[src/rtl/axis_frame_sink_if.sv]
// AXI-Stream beat channel carrying packed 24-bit pixels (pixel p in bits [24p+23:24p]).
interface axis_frame_sink_if #(
    parameter int DATA_WIDTH = 96
);
    logic                    tvalid;
    logic                    tready;
    logic [DATA_WIDTH-1:0]   tdata;
    logic [DATA_WIDTH/8-1:0] tkeep;
    logic                    tlast;

    modport master (output tvalid, tdata, tkeep, tlast, input tready);
    modport slave  (input tvalid, tdata, tkeep, tlast, output tready);
endinterface

[src/rtl/axis_frame_sink.sv]
// AXI-Stream frame sink: unpacks keep-masked beats into single pixels with (x, y)
// coordinates, checks row lengths against ROW_PIXELS and runs exactly one frame per start.
module axis_frame_sink #(
    parameter int  AXIS_DATA_WIDTH = 96,
    parameter int  ROW_PIXELS      = 4096,
    parameter int  ROW_COUNT       = 2160,
    localparam int XW              = $clog2(ROW_PIXELS),
    localparam int YW              = $clog2(ROW_COUNT)
) (
    input  logic             clk,
    input  logic             rst_n,
    input  logic             start,
    axis_frame_sink_if.slave s_axis,
    output logic             pix_valid,
    input  logic             pix_ready,
    output logic [23:0]      pix_data,
    output logic [XW-1:0]    pix_x,
    output logic [YW-1:0]    pix_y,
    output logic             busy,
    output logic             frame_done,
    output logic             err_keep,
    output logic             err_row_len
);
    localparam int PPB = AXIS_DATA_WIDTH / 24;
    localparam int CW  = XW + 1;
    localparam logic [CW-1:0] ROW_LEN = CW'(ROW_PIXELS);
    localparam logic [XW-1:0] X_MAX   = XW'(ROW_PIXELS - 1);
    localparam logic [YW-1:0] Y_LAST  = YW'(ROW_COUNT - 1);

    typedef enum logic [1:0] {
        S_IDLE,
        S_RUN,
        S_DONE
    } state_t;

    state_t                     state_q, state_d;
    logic                       held_q, held_d;
    logic [PPB-1:0]             mask_q, mask_d;
    logic                       last_q, last_d;
    logic [AXIS_DATA_WIDTH-1:0] data_q;
    // Row pixel count; one bit wider than pix_x so overlong rows stay visible.
    logic [CW-1:0]              cnt_q, cnt_d, cnt_next;
    logic [YW-1:0]              y_q, y_d;
    logic                       err_keep_q, err_keep_d;
    logic                       err_row_q, err_row_d;

    logic [PPB-1:0] in_mask;
    logic           in_mixed;
    logic [PPB-1:0] mask_rest;
    logic [23:0]    sel_data;
    logic           pix_hs;
    logic           retire;
    logic           row_end;
    logic           frame_end;
    logic           tready;
    logic           accept;

    // Incoming beat: a pixel is valid only when all three of its keep bits are set.
    always_comb begin
        in_mask  = '0;
        in_mixed = 1'b0;
        for (int p = 0; p < PPB; p++) begin
            in_mask[p] = &s_axis.tkeep[3*p +: 3];
            if ((|s_axis.tkeep[3*p +: 3]) && !(&s_axis.tkeep[3*p +: 3])) begin
                in_mixed = 1'b1;
            end
        end
    end

    // Lowest remaining mask bit is the next pixel in raster order.
    always_comb begin
        sel_data = '0;
        for (int p = PPB - 1; p >= 0; p--) begin
            if (mask_q[p]) begin
                sel_data = data_q[24*p +: 24];
            end
        end
    end

    assign mask_rest = mask_q & (mask_q - PPB'(1));
    assign pix_valid = held_q & (|mask_q);
    assign pix_hs    = pix_valid & pix_ready;
    assign retire    = held_q & (~(|mask_q) | (pix_hs & ~(|mask_rest)));
    assign row_end   = retire & last_q;
    assign frame_end = row_end & (y_q == Y_LAST);
    // The final retiring beat of a frame must not let a new beat in behind it.
    assign tready    = (state_q == S_RUN) & (~held_q | (retire & ~frame_end));
    assign accept    = s_axis.tvalid & tready;

    assign s_axis.tready = tready;
    assign pix_data      = pix_valid ? sel_data : 24'd0;
    assign pix_x         = (cnt_q >= ROW_LEN) ? X_MAX : cnt_q[XW-1:0];
    assign pix_y         = y_q;
    assign busy          = (state_q == S_RUN);
    assign frame_done    = (state_q == S_DONE);
    assign err_keep      = err_keep_q;
    assign err_row_len   = err_row_q;

    always_comb begin
        // NOTE: every variable written here gets a default first, so no path can infer a latch.
        state_d    = state_q;
        held_d     = held_q;
        mask_d     = mask_q;
        last_d     = last_q;
        cnt_d      = cnt_q;
        cnt_next   = cnt_q;
        y_d        = y_q;
        err_keep_d = err_keep_q;
        err_row_d  = err_row_q;

        case (state_q)
            S_IDLE: begin
                if (start) begin
                    state_d    = S_RUN;
                    held_d     = 1'b0;
                    mask_d     = '0;
                    last_d     = 1'b0;
                    cnt_d      = '0;
                    y_d        = '0;
                    err_keep_d = 1'b0;
                    err_row_d  = 1'b0;
                end
            end

            S_RUN: begin
                if (pix_hs) begin
                    if (cnt_q >= ROW_LEN) begin
                        err_row_d = 1'b1;
                    end
                    // Saturate at ROW_LEN+1: enough to flag an overlong row.
                    if (cnt_q <= ROW_LEN) begin
                        cnt_next = cnt_q + CW'(1);
                    end
                    mask_d = mask_rest;
                end
                cnt_d = cnt_next;

                if (retire) begin
                    held_d = 1'b0;
                    if (last_q) begin
                        if (cnt_next != ROW_LEN) begin
                            err_row_d = 1'b1;
                        end
                        cnt_d = '0;
                        y_d   = frame_end ? '0 : y_q + YW'(1);
                    end
                end

                if (accept) begin
                    held_d = 1'b1;
                    mask_d = in_mask;
                    last_d = s_axis.tlast;
                    if (in_mixed) begin
                        err_keep_d = 1'b1;
                    end
                end

                if (frame_end) begin
                    state_d = S_DONE;
                end
            end

            S_DONE: state_d = S_IDLE;

            default: state_d = S_IDLE;
        endcase
    end

    // NOTE: sequential state uses non-blocking assignments so every flop samples pre-edge values.
    always_ff @(posedge clk or negedge rst_n) begin
        if (!rst_n) begin
            state_q    <= S_IDLE;
            held_q     <= 1'b0;
            mask_q     <= '0;
            last_q     <= 1'b0;
            cnt_q      <= '0;
            y_q        <= '0;
            err_keep_q <= 1'b0;
            err_row_q  <= 1'b0;
        end else begin
            state_q    <= state_d;
            held_q     <= held_d;
            mask_q     <= mask_d;
            last_q     <= last_d;
            cnt_q      <= cnt_d;
            y_q        <= y_d;
            err_keep_q <= err_keep_d;
            err_row_q  <= err_row_d;
        end
    end

    // NOTE: the beat payload has no reset; it is only observed through pix_data, which is zero unless pix_valid.
    always_ff @(posedge clk) begin
        if (accept) begin
            data_q <= s_axis.tdata;
        end
    end
endmodule

[src/flat_wrapper.sv]
// flat-port wrapper written by rule: the top's interface ports become plain ports
module axis_frame_sink_flat 
#(
    parameter int  AXIS_DATA_WIDTH = 96,
    parameter int  ROW_PIXELS      = 4096,
    parameter int  ROW_COUNT       = 2160,
    localparam int XW              = $clog2(ROW_PIXELS),
    localparam int YW              = $clog2(ROW_COUNT)
)
  (clk, rst_n, start, pix_valid, pix_ready, pix_data, pix_x, pix_y, busy, frame_done, err_keep, err_row_len, s_axis_tvalid, s_axis_tdata, s_axis_tkeep, s_axis_tlast, s_axis_tready);
  axis_frame_sink_if #(.DATA_WIDTH(96)) s_axis_i ();
  input  logic clk;
  input  logic rst_n;
  input  logic start;
  output logic pix_valid;
  input  logic pix_ready;
  output logic [23:0] pix_data;
  output logic [XW-1:0] pix_x;
  output logic [YW-1:0] pix_y;
  output logic busy;
  output logic frame_done;
  output logic err_keep;
  output logic err_row_len;
  input wire logic [$bits(s_axis_i.tvalid)-1:0] s_axis_tvalid;
  input wire logic [$bits(s_axis_i.tdata)-1:0] s_axis_tdata;
  input wire logic [$bits(s_axis_i.tkeep)-1:0] s_axis_tkeep;
  input wire logic [$bits(s_axis_i.tlast)-1:0] s_axis_tlast;
  output wire logic [$bits(s_axis_i.tready)-1:0] s_axis_tready;
  assign s_axis_i.tvalid = s_axis_tvalid;
  assign s_axis_i.tdata = s_axis_tdata;
  assign s_axis_i.tkeep = s_axis_tkeep;
  assign s_axis_i.tlast = s_axis_tlast;
  assign s_axis_tready = s_axis_i.tready;
  axis_frame_sink #(.AXIS_DATA_WIDTH(AXIS_DATA_WIDTH), .ROW_PIXELS(ROW_PIXELS), .ROW_COUNT(ROW_COUNT)) u_core (.clk(clk), .rst_n(rst_n), .start(start), .s_axis(s_axis_i), .pix_valid(pix_valid), .pix_ready(pix_ready), .pix_data(pix_data), .pix_x(pix_x), .pix_y(pix_y), .busy(busy), .frame_done(frame_done), .err_keep(err_keep), .err_row_len(err_row_len));
endmodule
[config.mk]
export PLATFORM = sky130hd
export DESIGN_NAME = axis_frame_sink_flat
export DESIGN_NICKNAME = d
export VERILOG_FILES = /design/src/rtl/axis_frame_sink_if.sv /design/src/rtl/axis_frame_sink.sv /design/src/flat_wrapper.sv
export SDC_FILE = /design/constraint.sdc
export NUM_CORES = 1
export LEC_CHECK = 0
export CORE_ASPECT_RATIO = 0.7
export CORE_MARGIN = 8
export CORE_UTILIZATION = 43
export DETAILED_ROUTE_END_ITERATION = 8
export PLACE_DENSITY = 0.79
export SYNTH_ARGS = -nofsm -noshare
export SYNTH_HDL_FRONTEND = slang
export SYNTH_SLANG_ARGS = --single-unit
[constraint.sdc]
create_clock -name clk -period 4.2 [get_ports clk]
set_input_delay 0.63 -clock clk [delete_from_list [all_inputs] [get_ports clk]]
set_output_delay 0.63 -clock clk [all_outputs]
set_load 0.01 [all_outputs]
* Yosys cells after proc, flatten, opt, wreduce, memory -nomap -nowiden
Index checks and enable logic that the tools add are counted.
** Word-level totals
- Flip-flop bits (word level) :: 131
- Input port bits :: 114
- Output and inout bits :: 54
- Word-level logic and storage cells :: 113
** Cells by class
- Add/sub/neg operators :: 3
- Order comparisons :: 2
- Eq/ne operators :: 12
- Mux-type cells :: 44
- Bitwise gates (word level) :: 16
- Reductions and logical operators :: 27
** Operator list (count)
- 2-to-1 mux 24 bit :: 5
- 2-to-1 mux 13 bit :: 6
- 2-to-1 mux 12 bit :: 5
- case mux 13 bit (2 select lines) :: 1
- case mux 12 bit (2 select lines) :: 1
- AND reduction 3 bit :: 7
- 2-to-1 mux 1 bit :: 15
- adder 13 x 1 -> 13 bit, second input constant :: 1
- greater-or-equal comparator 13 bit, second input constant :: 1
- <= comparator 13 bit, second input constant :: 1
- != test 13 bit, second input constant :: 1
- adder 12 x 1 -> 12 bit, second input constant :: 1
- equality test 12 bit, second input constant :: 1
- 2-to-1 mux 4 bit :: 3
- OR reduction 3 bit :: 4
- != test 2 x 1 -> 1 bit, second input constant :: 5
- bitwise AND 1 bit :: 9
- case mux 1 bit (2 select lines) :: 4
- case mux 4 bit (2 select lines) :: 1
- AND reduction 4 bit :: 2
- OR reduction 4 bit :: 2
- != test 3 x 1 -> 1 bit, second input constant :: 2
- bitwise AND 4 bit :: 1
- logical AND 1 bit :: 4
- other kinds (12) :: 21

* Logic depth before layout (Yosys ltp)
Gate-level depths: netlist (run 1).
- Depth in word-level cells :: 16
- Depth in mapped cells :: 8
- Gate-level depth less buffers :: 8

* Worst setup path before layout (run 1)
No wires, ideal clock.
- Path kind :: input port to flip-flop
- Start point :: input pix_ready
- End point :: register u_core.data_q[0] (enable)
- Setup time :: 0.452 ns
- Arrival :: 3.821 ns
- Data required time :: 3.748 ns
- Setup slack :: -0.073 ns
- Stages on the path :: 6
- Path buffers :: 0
- Cells stage by stage :: nand2_1 > maj3_1 > o211a_1 > a311oi_1 > nand2_1 > inv_1
** On the way
- Longest elaborated chain between the ends :: 11
** Ends and longest elaborated chain
- start, declared :: RTL line flat_wrapper.sv:16 : input logic pix_ready;
- bitwise AND 1 bit (*) :: RTL line axis_frame_sink.sv:82 : assign pix_hs = pix_valid & pix_ready;
- bitwise AND 1 bit (*) :: RTL line axis_frame_sink.sv:83 : assign retire = held_q & (~(|mask_q) | (pix_hs & ~(|mask_rest)));
- bitwise OR 1 bit (*) :: RTL line axis_frame_sink.sv:83
- bitwise AND 1 bit (*) :: RTL line axis_frame_sink.sv:83
- bitwise AND 1 bit :: RTL line axis_frame_sink.sv:84 : assign row_end = retire & last_q;
- bitwise AND 1 bit :: RTL line axis_frame_sink.sv:85 : assign frame_end = row_end & (y_q == Y_LAST);
- NOT 1 bit :: RTL line axis_frame_sink.sv:87 : assign tready = (state_q == S_RUN) & (~held_q | (retire & ~frame_end));
- bitwise AND 1 bit (*) :: RTL line axis_frame_sink.sv:87
- bitwise OR 1 bit (*) :: RTL line axis_frame_sink.sv:87
- bitwise AND 1 bit (*) :: RTL line axis_frame_sink.sv:87
- net s_axis_tready :: RTL line flat_wrapper.sv:28 : output wire logic [$bits(s_axis_i.tready)-1:0] s_axis_tready;
- bitwise AND 1 bit (*) :: RTL line axis_frame_sink.sv:88 : assign accept = s_axis.tvalid & tready;
- end signal, assigned :: RTL line axis_frame_sink.sv:195 : data_q <= s_axis.tdata;
- end, declared :: RTL line axis_frame_sink.sv:40 : logic [AXIS_DATA_WIDTH-1:0] data_q;
The timed path passes the listed nets; every way through them passes the cells marked *.
A chain may end at the register's enable or synchronous reset.

* Final worst setup path (run 1)
- Start point :: input pix_ready
- End point :: output s_axis_tready
** On the way
- Longest elaborated chain between the ends :: 10
** Ends and longest elaborated chain (RTL line)
- bitwise AND 1 bit (*) :: axis_frame_sink.sv:82
- bitwise AND 1 bit (*) :: axis_frame_sink.sv:83
- bitwise OR 1 bit (*) :: axis_frame_sink.sv:83
- bitwise AND 1 bit (*) :: axis_frame_sink.sv:83
- bitwise AND 1 bit :: axis_frame_sink.sv:84
- bitwise AND 1 bit :: axis_frame_sink.sv:85
- NOT 1 bit :: axis_frame_sink.sv:87
- bitwise AND 1 bit (*) :: axis_frame_sink.sv:87
- bitwise OR 1 bit (*) :: axis_frame_sink.sv:87
- bitwise AND 1 bit (*) :: axis_frame_sink.sv:87
- end, declared :: flat_wrapper.sv:28
Every way passes the cells marked *; elsewhere a longest branch is shown, timed or not.

==> results.sh, run 1 <==
export IMPL_outcome="completed"
export IMPL_synth_area_leader_cell="edfxtp_1"
export IMPL_signed_area_change_from_the_synthesized_netlist_to_the_final_layout_pct=41.5
export IMPL_fin_area_mm2=0.00829
export IMPL_grtUsageTotal_pct=19.1
export IMPL_worst_endpoint_required_ns=3.57
export IMPL_postLayoutSetupSlackWorst_ns=0.549
export IMPL_synth_mux_area_fraction_pct=0.171
export IMPL_critical_path_peak_fanout=4
export IMPL_grt_setup_unrepaired="no"
export IMPL_ys_async_sr_fraction_pct=26.7
export IMPL_grt_met2_usage_pct=29.7
export IMPL_final_critical_path_share_of_the_clock_period_pct=86.9
export IMPL_crit_path_end_kind="primary output"
export IMPL_drive_gt1_share_pct=8.19
export IMPL_cellPowerDensity_mw_per_mm2=451
export IMPL_antenna_cells_inserted=0
export IMPL_drt_iter0_markers=447
export IMPL_yosys_most_used_dff="edfxtp_1"
export IMPL_place_congestion=0.918
export IMPL_die_w_um=155
export IMPL_ys_seq_elements=131
export IMPL_setup_violations=0
export IMPL_dr_total_vias=4815
export IMPL_clk_insertion_delay_late_ns=0.40
export IMPL_detail_route_antenna_nets=0
export IMPL_grt_first_pass_wirelength_mm=26.3
export IMPL_via_count_of_the_first_global_routing_pass=4819
export IMPL_coreArea_mm2=0.0132
export IMPL_detailed_place_hpwl_mm=12.1
export IMPL_syn_area_mm2=0.00585
export IMPL_grtUsageMet3_pct=5.59
export IMPL_period_minus_slack_ns=3.65
export IMPL_clock_skew_ns=0.0109
export IMPL_synth_warning_count=0
export IMPL_yosys_area_top_type_share_pct=49.2
export IMPL_die_area_mm2=0.0177
export IMPL_grt_busiest_layer="met2"
export IMPL_vdd_ir_drop_max_mv=0.241
export IMPL_finish_net_count=763
export IMPL_synth_compound_area_share_pct=17.1
export IMPL_route_final_wire_length_mm=17.1
export IMPL_initial_core_util_pct=44.3
export IMPL_power_leakage_nw=3.00
export IMPL_cts_setup_buffers=0
export IMPL_first_pass_iteration_count_of_the_detailed_router=4
export IMPL_holdCritPathClass="register to register"
export IMPL_cell_chosen_for_the_clock_root="clkbuf_16"
export IMPL_syn_area_per_cell_um2=12.2
export IMPL_sequential_share_of_the_synthesized_area_pct=64.2
export IMPL_top_level_ports=168
export IMPL_synth_xor_area_share_pct=0.748
export IMPL_cts_path_max_buffers=2
export IMPL_worst_slew_pin_slew_ns=0.610
export IMPL_fmax_mhz=274
export IMPL_grt_overflow_total=0
export IMPL_pre_cts_ws_ns=0.520
export IMPL_syn_nets=598
export IMPL_netlist_top_cells_area="edfxtp_1 (49%), dfrtp_1 (15%), a221oi_1 (3.4%), nor3_1 (3.1%), o22ai_1 (2.8%)"
export IMPL_timing_setup_tns_ns=0
export IMPL_place_area_mm2=0.00773
export IMPL_finalHoldViolations=0
export IMPL_timing_worst_setup_path_type="primary input to primary output"
export IMPL_tritoncts_num_sinks=131
export IMPL_cts_repair_resize_count=0
export IMPL_cts_hold_buf=0
export IMPL_number_of_cell_rows=35
export IMPL_cts_clk_pin_slew_worst_paths_ns=0.06
export IMPL_cts_htree_levels=4
export IMPL_slew_headroom_pct=59.2
export IMPL_largest_net_degree_at_the_start_of_global_routing=54
export IMPL_synth_simple_gate_area_share_pct=13.5
export IMPL_yosys_cell_types_count=60
export IMPL_report_final_slew_viol_count=0
export IMPL_detail_route_wl_per_cell_um=20.2
export IMPL_post_synth_fa_ha_maj_area_fraction_pct=0.983
export IMPL_critical_path_startpoint_type="primary input"
export IMPL_arrival_ns=3.02
export IMPL_post_synth_inst_count=481
export IMPL_drv_cap=0
export IMPL_vias_per_cell=5.70
export IMPL_antenna_found_initial=0
export IMPL_die_y_um=114
export IMPL_synth_top_family_by_area="compound AO/OA/AOI/OAI gates"
export IMPL_drc=0
export IMPL_buffer_ports_inserted=167
export IMPL_synth_edff_count=96
export IMPL_tritoncts_num_buffers=17
export IMPL_grtUsageMet1_pct=25.3
export IMPL_tritoncts="built"
==> metal layers <==
| metal | part of all wire [%] | vias to the layer above |
|---|---|---|
| li1 | - | 2240 |
| met1 | 45 | 2374 |
| met2 | 47 | 192 |
| met3 | 7.2 | 9 |
| met4 | 0.82 | 0 |
| met5 | 0 | - |
==> layout make-up <==
class	instances	area (um^2)
multi-input cells	302	1910
flip-flops and latches	131	3760
clock buffers	18	429
well taps	185	231
inverters	17	67.6
clock inverters	14	130
repair buffers	177	1760
fillers	1040	4940
==> kinds of logic (layout without fill, tap and decap cells) <==
group                      Yosys count  count (layout)
muxes                                1               1
AOI/OAI and AO/OA                  139             139
and+or+nand+nor                    152             152
buffers and inverters               48             226
adders and majority gates            5               5
xor gates and xnor gates             5               5
DFF                                131             131
==> sequential cells by signal, indices dropped and copies added (netlist names) <==
register,cells
u_core.mask_q,4
u_core.data_q,96
u_core.state_q,2
u_core.last_q,1
u_core.cnt_q,13
u_core.err_keep,1
u_core.err_row_len,1
u_core.pix_y,12
u_core.held_q,1
==> report_power, final <==
part           leakage [nW]  internal [mW]  switching [mW]
clock network         0.267          0.822           0.563
registers              1.39           1.55          0.0860
logic                  1.34          0.343           0.371
==> worst paths after layout <==
check,endpoint,start,slack [ns],depth (start not counted)
hold / removal,u_core.pix_y[11],u_core.pix_y[11],0.53,1
setup reg to reg,u_core.data_q[67],u_core.pix_y[0],1.08,8
min in group asynchronous,u_core.pix_y[0],rst_n,0.65,2
max in group asynchronous,u_core.cnt_q[5],rst_n,3.21,2
hold reg to reg,u_core.pix_y[11],u_core.pix_y[11],0.53,1
setup / recovery,s_axis_tready,pix_ready,0.55,6
==> cells in the mapped netlist, types with 3 or more instances <==
master	number
nand3_1	18
o21ai_0	23
or2_2	8
nor2_1	16
inv_1	15
o2bb2ai_1	4
or4_1	3
clkbuf_1	29
a211o_1	3
nand2b_1	6
a221oi_1	23
xnor2_1	3
nor3_1	36
o41ai_1	4
and2_1	3
a31oi_1	10
nor4_1	4
nor2b_1	4
and3_1	12
edfxtp_1	96
ha_1	3
a21oi_1	6
o31ai_1	14
or3_1	5
nand2_1	28
o22ai_1	26
dfrtp_1	35
==> stage by stage <==
step | hold slack (ns) | instances | power [mW] | utilization [%]
2_1_floorplan | 0.334 | 481 | 2.01 | -
5_1_grt | 0.571 | 844 | 3.89 | 62.6
4_1_cts | 0.530 | 844 | 3.77 | 62.6
6_report | 0.534 | 844 | 3.74 | 62.6
3_5_place_dp | 0.519 | 812 | 2.37 | 58.4
3_3_place_gp | 0.496 | 812 | 2.35 | 58.4
==> cell usage in the layout, fill, tap and decap left out, types with 3 or more instances in the layout <==
master	instances
and2_1	3
nand2b_1	6
a211o_1	3
or2_2	8
nor2_1	16
edfxtp_1	96
nor2b_1	3
o22ai_1	26
ha_1	3
buf_4	9
o2bb2ai_1	4
and3_1	12
nand3_1	18
nor3_1	36
or3_1	5
inv_1	14
a31oi_1	10
xnor2_1	3
clkdlybuf4s50_1	167
clkinvlp_4	4
or4_1	3
clkinv_4	3
o41ai_1	4
o21ai_0	23
inv_6	3
clkbuf_16	17
nand2_1	28
a221oi_1	23
dfrtp_1	35
nor4_1	4
a21oi_1	6
o31ai_1	14
==> worst max-delay path, stage by stage <==
cell             delay, ns
clkdlybuf4s50_1       0.52
nand2_1               0.08
maj3_1                0.38
o211a_1               0.23
a311oi_1              0.52
clkdlybuf4s50_1       0.66
(Power assumes the default switching activity.)
==> run 2, diff against run 1 <==
--- a/config.mk
+++ b/config.mk
@@ -5,6 +5,8 @@
 export SDC_FILE = /design/constraint.sdc
 export NUM_CORES = 1
 export LEC_CHECK = 0
+export ABC_AREA = 1
+export CAP_MARGIN = 20
 export CORE_ASPECT_RATIO = 0.7
 export CORE_MARGIN = 8
 export CORE_UTILIZATION = 43
==> run 2 against run 1 <==
Compared with the run above:
- non-clock buffer count is 3 lower
- maximum frequency increased by 7.1%
- sequential share of layout area about the same
- critical path type is now register to primary output
- critical endpoint is now pix_data[7]
- largest cell class unchanged
- largest power group unchanged
==> results.sh, run 2 <==
export IMPL_outcome="completed"
export IMPL_cts_htree_levels=4
export IMPL_place_congestion=0.900
export IMPL_switching_power_mw=1.48
export IMPL_die_y_um=113
export IMPL_finish_net_count=823
export IMPL_initial_core_util_pct=44.2
export IMPL_grt_overflow_total=0
export IMPL_crit_path_cell_trace="nor2_2, nand2_2, nand2_1, inv_1, o221ai_1, a21oi_1, clkdlybuf4s50_1"
export IMPL_clk_insertion_delay_late_ns=0.41
export IMPL_cpMaxStageDelayCell="inv_1"
export IMPL_yosys_cell_types_count=39
export IMPL_antenna_found_initial=0
export IMPL_switching_share_pct=32.5
export IMPL_worstReg2RegEnd="u_core.data_q[87]"
export IMPL_antenna_cells_inserted=0
export IMPL_die_w_um=155
export IMPL_synth_warning_count=0
export IMPL_tritoncts="built"
export IMPL_pre_cts_ws_ns=1.12
export IMPL_postLayoutSetupSlackWorst_ns=0.791
export IMPL_n_fill_cell=985
export IMPL_tritoncts_num_buffers=17
export IMPL_max_flop_register="u_core.data_q"
export IMPL_syn_nets=651
export IMPL_top_level_ports=168
export IMPL_grt_first_pass_wirelength_mm=26.1
export IMPL_post_synth_inst_count=534
export IMPL_tritoncts_num_sinks=131
export IMPL_vias_per_cell=5.32
export IMPL_vdd_ir_drop_max_mv=0.318
export IMPL_grtUsageTotal_pct=18.9
export IMPL_slew_headroom_pct=41.3
export IMPL_clock_skew_ns=0.0175
export IMPL_power_frac_clock_pct=31.4
export IMPL_timing_setup_tns_ns=0
export IMPL_period_minus_slack_ns=3.41
export IMPL_cts_hold_buf=0
export IMPL_leading_cell_type_in_the_layout_fill_and_taps_excluded="clkdlybuf4s50_1"
export IMPL_min_delay_start="u_core.last_q"
export IMPL_r2r_setup_slack_ns=1.17
export IMPL_syn_area_mm2=0.00583
export IMPL_power_leakage_nw=3.13
export IMPL_route_final_wire_length_mm=16.8
export IMPL_yosys_most_used_dff="edfxtp_1"
export IMPL_netlist_top_cells_count="nand2_1 (98), edfxtp_1 (96), inv_1 (46)"
export IMPL_largest_register_ff_count=96
export IMPL_yosys_area_top_type_share_pct=49.4
export IMPL_synth_area_leader_cell="edfxtp_1"
export IMPL_crit_path_end_kind="primary output"
export IMPL_finalHoldViolations=0
export IMPL_drive_gt1_share_pct=8.48
export IMPL_critical_path_startpoint_type="register"
export IMPL_fmax_mhz=293
export IMPL_cellPowerDensity_mw_per_mm2=549
export IMPL_final_cell_mix="clkdlybuf4s50_1 (167), nand2_1 (98), edfxtp_1 (96), inv_1 (45), a21oi_1 (37)"
export IMPL_ys_async_sr_fraction_pct=26.7
export IMPL_cell_chosen_for_the_clock_root="clkbuf_16"
export IMPL_final_instance_count_excl_fill=904
export IMPL_via_count_of_the_first_global_routing_pass=4798
export IMPL_placed_cells=872
export IMPL_holdPathEnd="u_core.last_q"
export IMPL_coreArea_mm2=0.0132
export IMPL_number_of_cell_rows=35
export IMPL_cts_repair_resize_count=0
export IMPL_report_final_slew_viol_count=0
export IMPL_setup_violations=0
export IMPL_p_int_mw=3.07
export IMPL_synth_edff_count=96
export IMPL_timing_worst_setup_path_type="register to primary output"
export IMPL_largest_net_degree_at_the_start_of_global_routing=51
export IMPL_critical_path_peak_fanout=23
export IMPL_regToRegStartpoint="u_core.mask_q[0]"
export IMPL_syn_area_per_cell_um2=10.9
export IMPL_final_critical_path_share_of_the_clock_period_pct=81.2
export IMPL_dr_total_vias=4813
export IMPL_worstHoldPathCells=2
export IMPL_die_area_mm2=0.0176
export IMPL_holdCritPathClass="register to register"
export IMPL_worst_path_largest_cell_delay_ns=0.58
export IMPL_signed_area_change_from_the_synthesized_netlist_to_the_final_layout_pct=41.9
export IMPL_cts_setup_buffers=0
export IMPL_first_pass_iteration_count_of_the_detailed_router=5
export IMPL_synth_most_common_cell="nand2_1"
export IMPL_drc=0
export IMPL_arrival_ns=2.78
export IMPL_cts_path_max_buffers=2
export IMPL_share_seq_of_total_power_pct=41.2
export IMPL_worst_slew_pin_slew_ns=0.880
export IMPL_ys_seq_elements=131
export IMPL_power_frac_comb_pct=27.4
export IMPL_drt_iter0_markers=450
export IMPL_buffer_ports_inserted=167
export IMPL_r2r_cells=10
export IMPL_grt_setup_unrepaired="no"
export IMPL_worst_endpoint_required_ns=3.57
export IMPL_detail_route_antenna_nets=0
export IMPL_cts_clk_pin_slew_worst_paths_ns=0.06
export IMPL_detail_route_wl_per_cell_um=18.6
export IMPL_sequential_share_of_the_synthesized_area_pct=64.4
export IMPL_netlist_top_cells_area="edfxtp_1 (49%), dfrtp_1 (15%), nand2_1 (6.3%), o221ai_1 (3.3%), a21oi_1 (3.2%)"
export IMPL_drv_cap=0
export IMPL_detailed_place_hpwl_mm=12.3
run 2: changes by cell type after synthesis, sizes merged, moves of 14 or more:
cell    change
o31ai      -14
clkbuf     -15
o221ai     +22
nand2      +75
nor2       +21
a22oi      +21
nor3       -26
a21oi      +31
a221oi     -21
inv        +33
o22ai      -15
nand3      +20
run 2: through the flow:
stage,hold slack [ns],power [mW],area (um^2),util [%]
detailed placement,0.466,3.14,7700,58.4
CTS,0.480,4.58,8280,62.8
global route,0.502,4.78,8280,62.8
finish,0.478,4.55,8280,62.8
global placement,0.458,3.09,7700,58.4
floorplan,0.334,2.60,5830,-
run 2: worst max path at each step:
| stage | startpoint | to | slack (ns) | depth (start not counted) |
|---|---|---|---|---|
| 6_report | u_core.mask_q[0] | pix_data[7] | 0.79 | 7 |
| 5_1_grt | u_core.mask_q[0] | pix_data[7] | 0.57 | 7 |
| 4_1_cts | u_core.mask_q[0] | pix_data[7] | 0.76 | 7 |
| 3_5_place_dp | pix_ready | u_core.data_q[92] | 1.12 | 8 |
| 3_3_place_gp | pix_ready | s_axis_tready | 1.19 | 6 |
| 2_1_floorplan | u_core.mask_q[0] | u_core.data_q[0] | 0.52 | 9 |
run 2: area by class of cell:
| class | instances | area (um^2) | area share (%) |
|---|---|---|---|
| tap | 185 | 231 | 2.80 |
| multi-input combinational | 332 | 1790 | 21.6 |
| timing repair buffer | 174 | 1740 | 21.0 |
| clock buffer | 18 | 429 | 5.18 |
| clock inverter | 14 | 145 | 1.75 |
| inverter | 50 | 190 | 2.30 |
| sequential | 131 | 3760 | 45.4 |
run 2: power groups by stage:
| stage | logic, mW | clock network, mW | registers, mW |
|---|---|---|---|
| final | 1.25 | 1.43 | 1.87 |
| after global routing | 1.37 | 1.50 | 1.90 |
| after CTS | 1.25 | 1.45 | 1.88 |
| after detailed placement | 1.24 | 0 | 1.90 |
| after global placement | 1.21 | 0 | 1.88 |
| after floorplan | 0.707 | 0 | 1.90 |
run 2: layer usage:
layer  share of wire, %  GRT usage [%]  up-vias
met4               0.99           5.80        0
met1                 44           25.4     2297
met2                 47           30.0      215
met3                7.4           4.65       10
met5                  0              0        -
li1                   -              -     2291
run 2: cells by family after synthesis:
| kind of cell | Yosys count | synth area share [%] |
|---|---|---|
| AND/OR/NAND/NOR | 213 | 16.9 |
| adder cells (fa/ha/maj) | 3 | 0.644 |
| flip-flops | 131 | 64.4 |
| AO/OA/AOI/OAI | 115 | 12.9 |
| buffers and inverters | 71 | 4.96 |
| XOR/XNOR | 1 | 0.150 |
run 2: critical path, delay by kind of cell, from the launching register on:
family | cells | cell delay (ns)
flip-flops | 1 | 0.43
AO/OA/AOI/OAI | 2 | 0.54
AND/OR/NAND/NOR | 3 | 0.24
buffers and inverters | 2 | 1.15
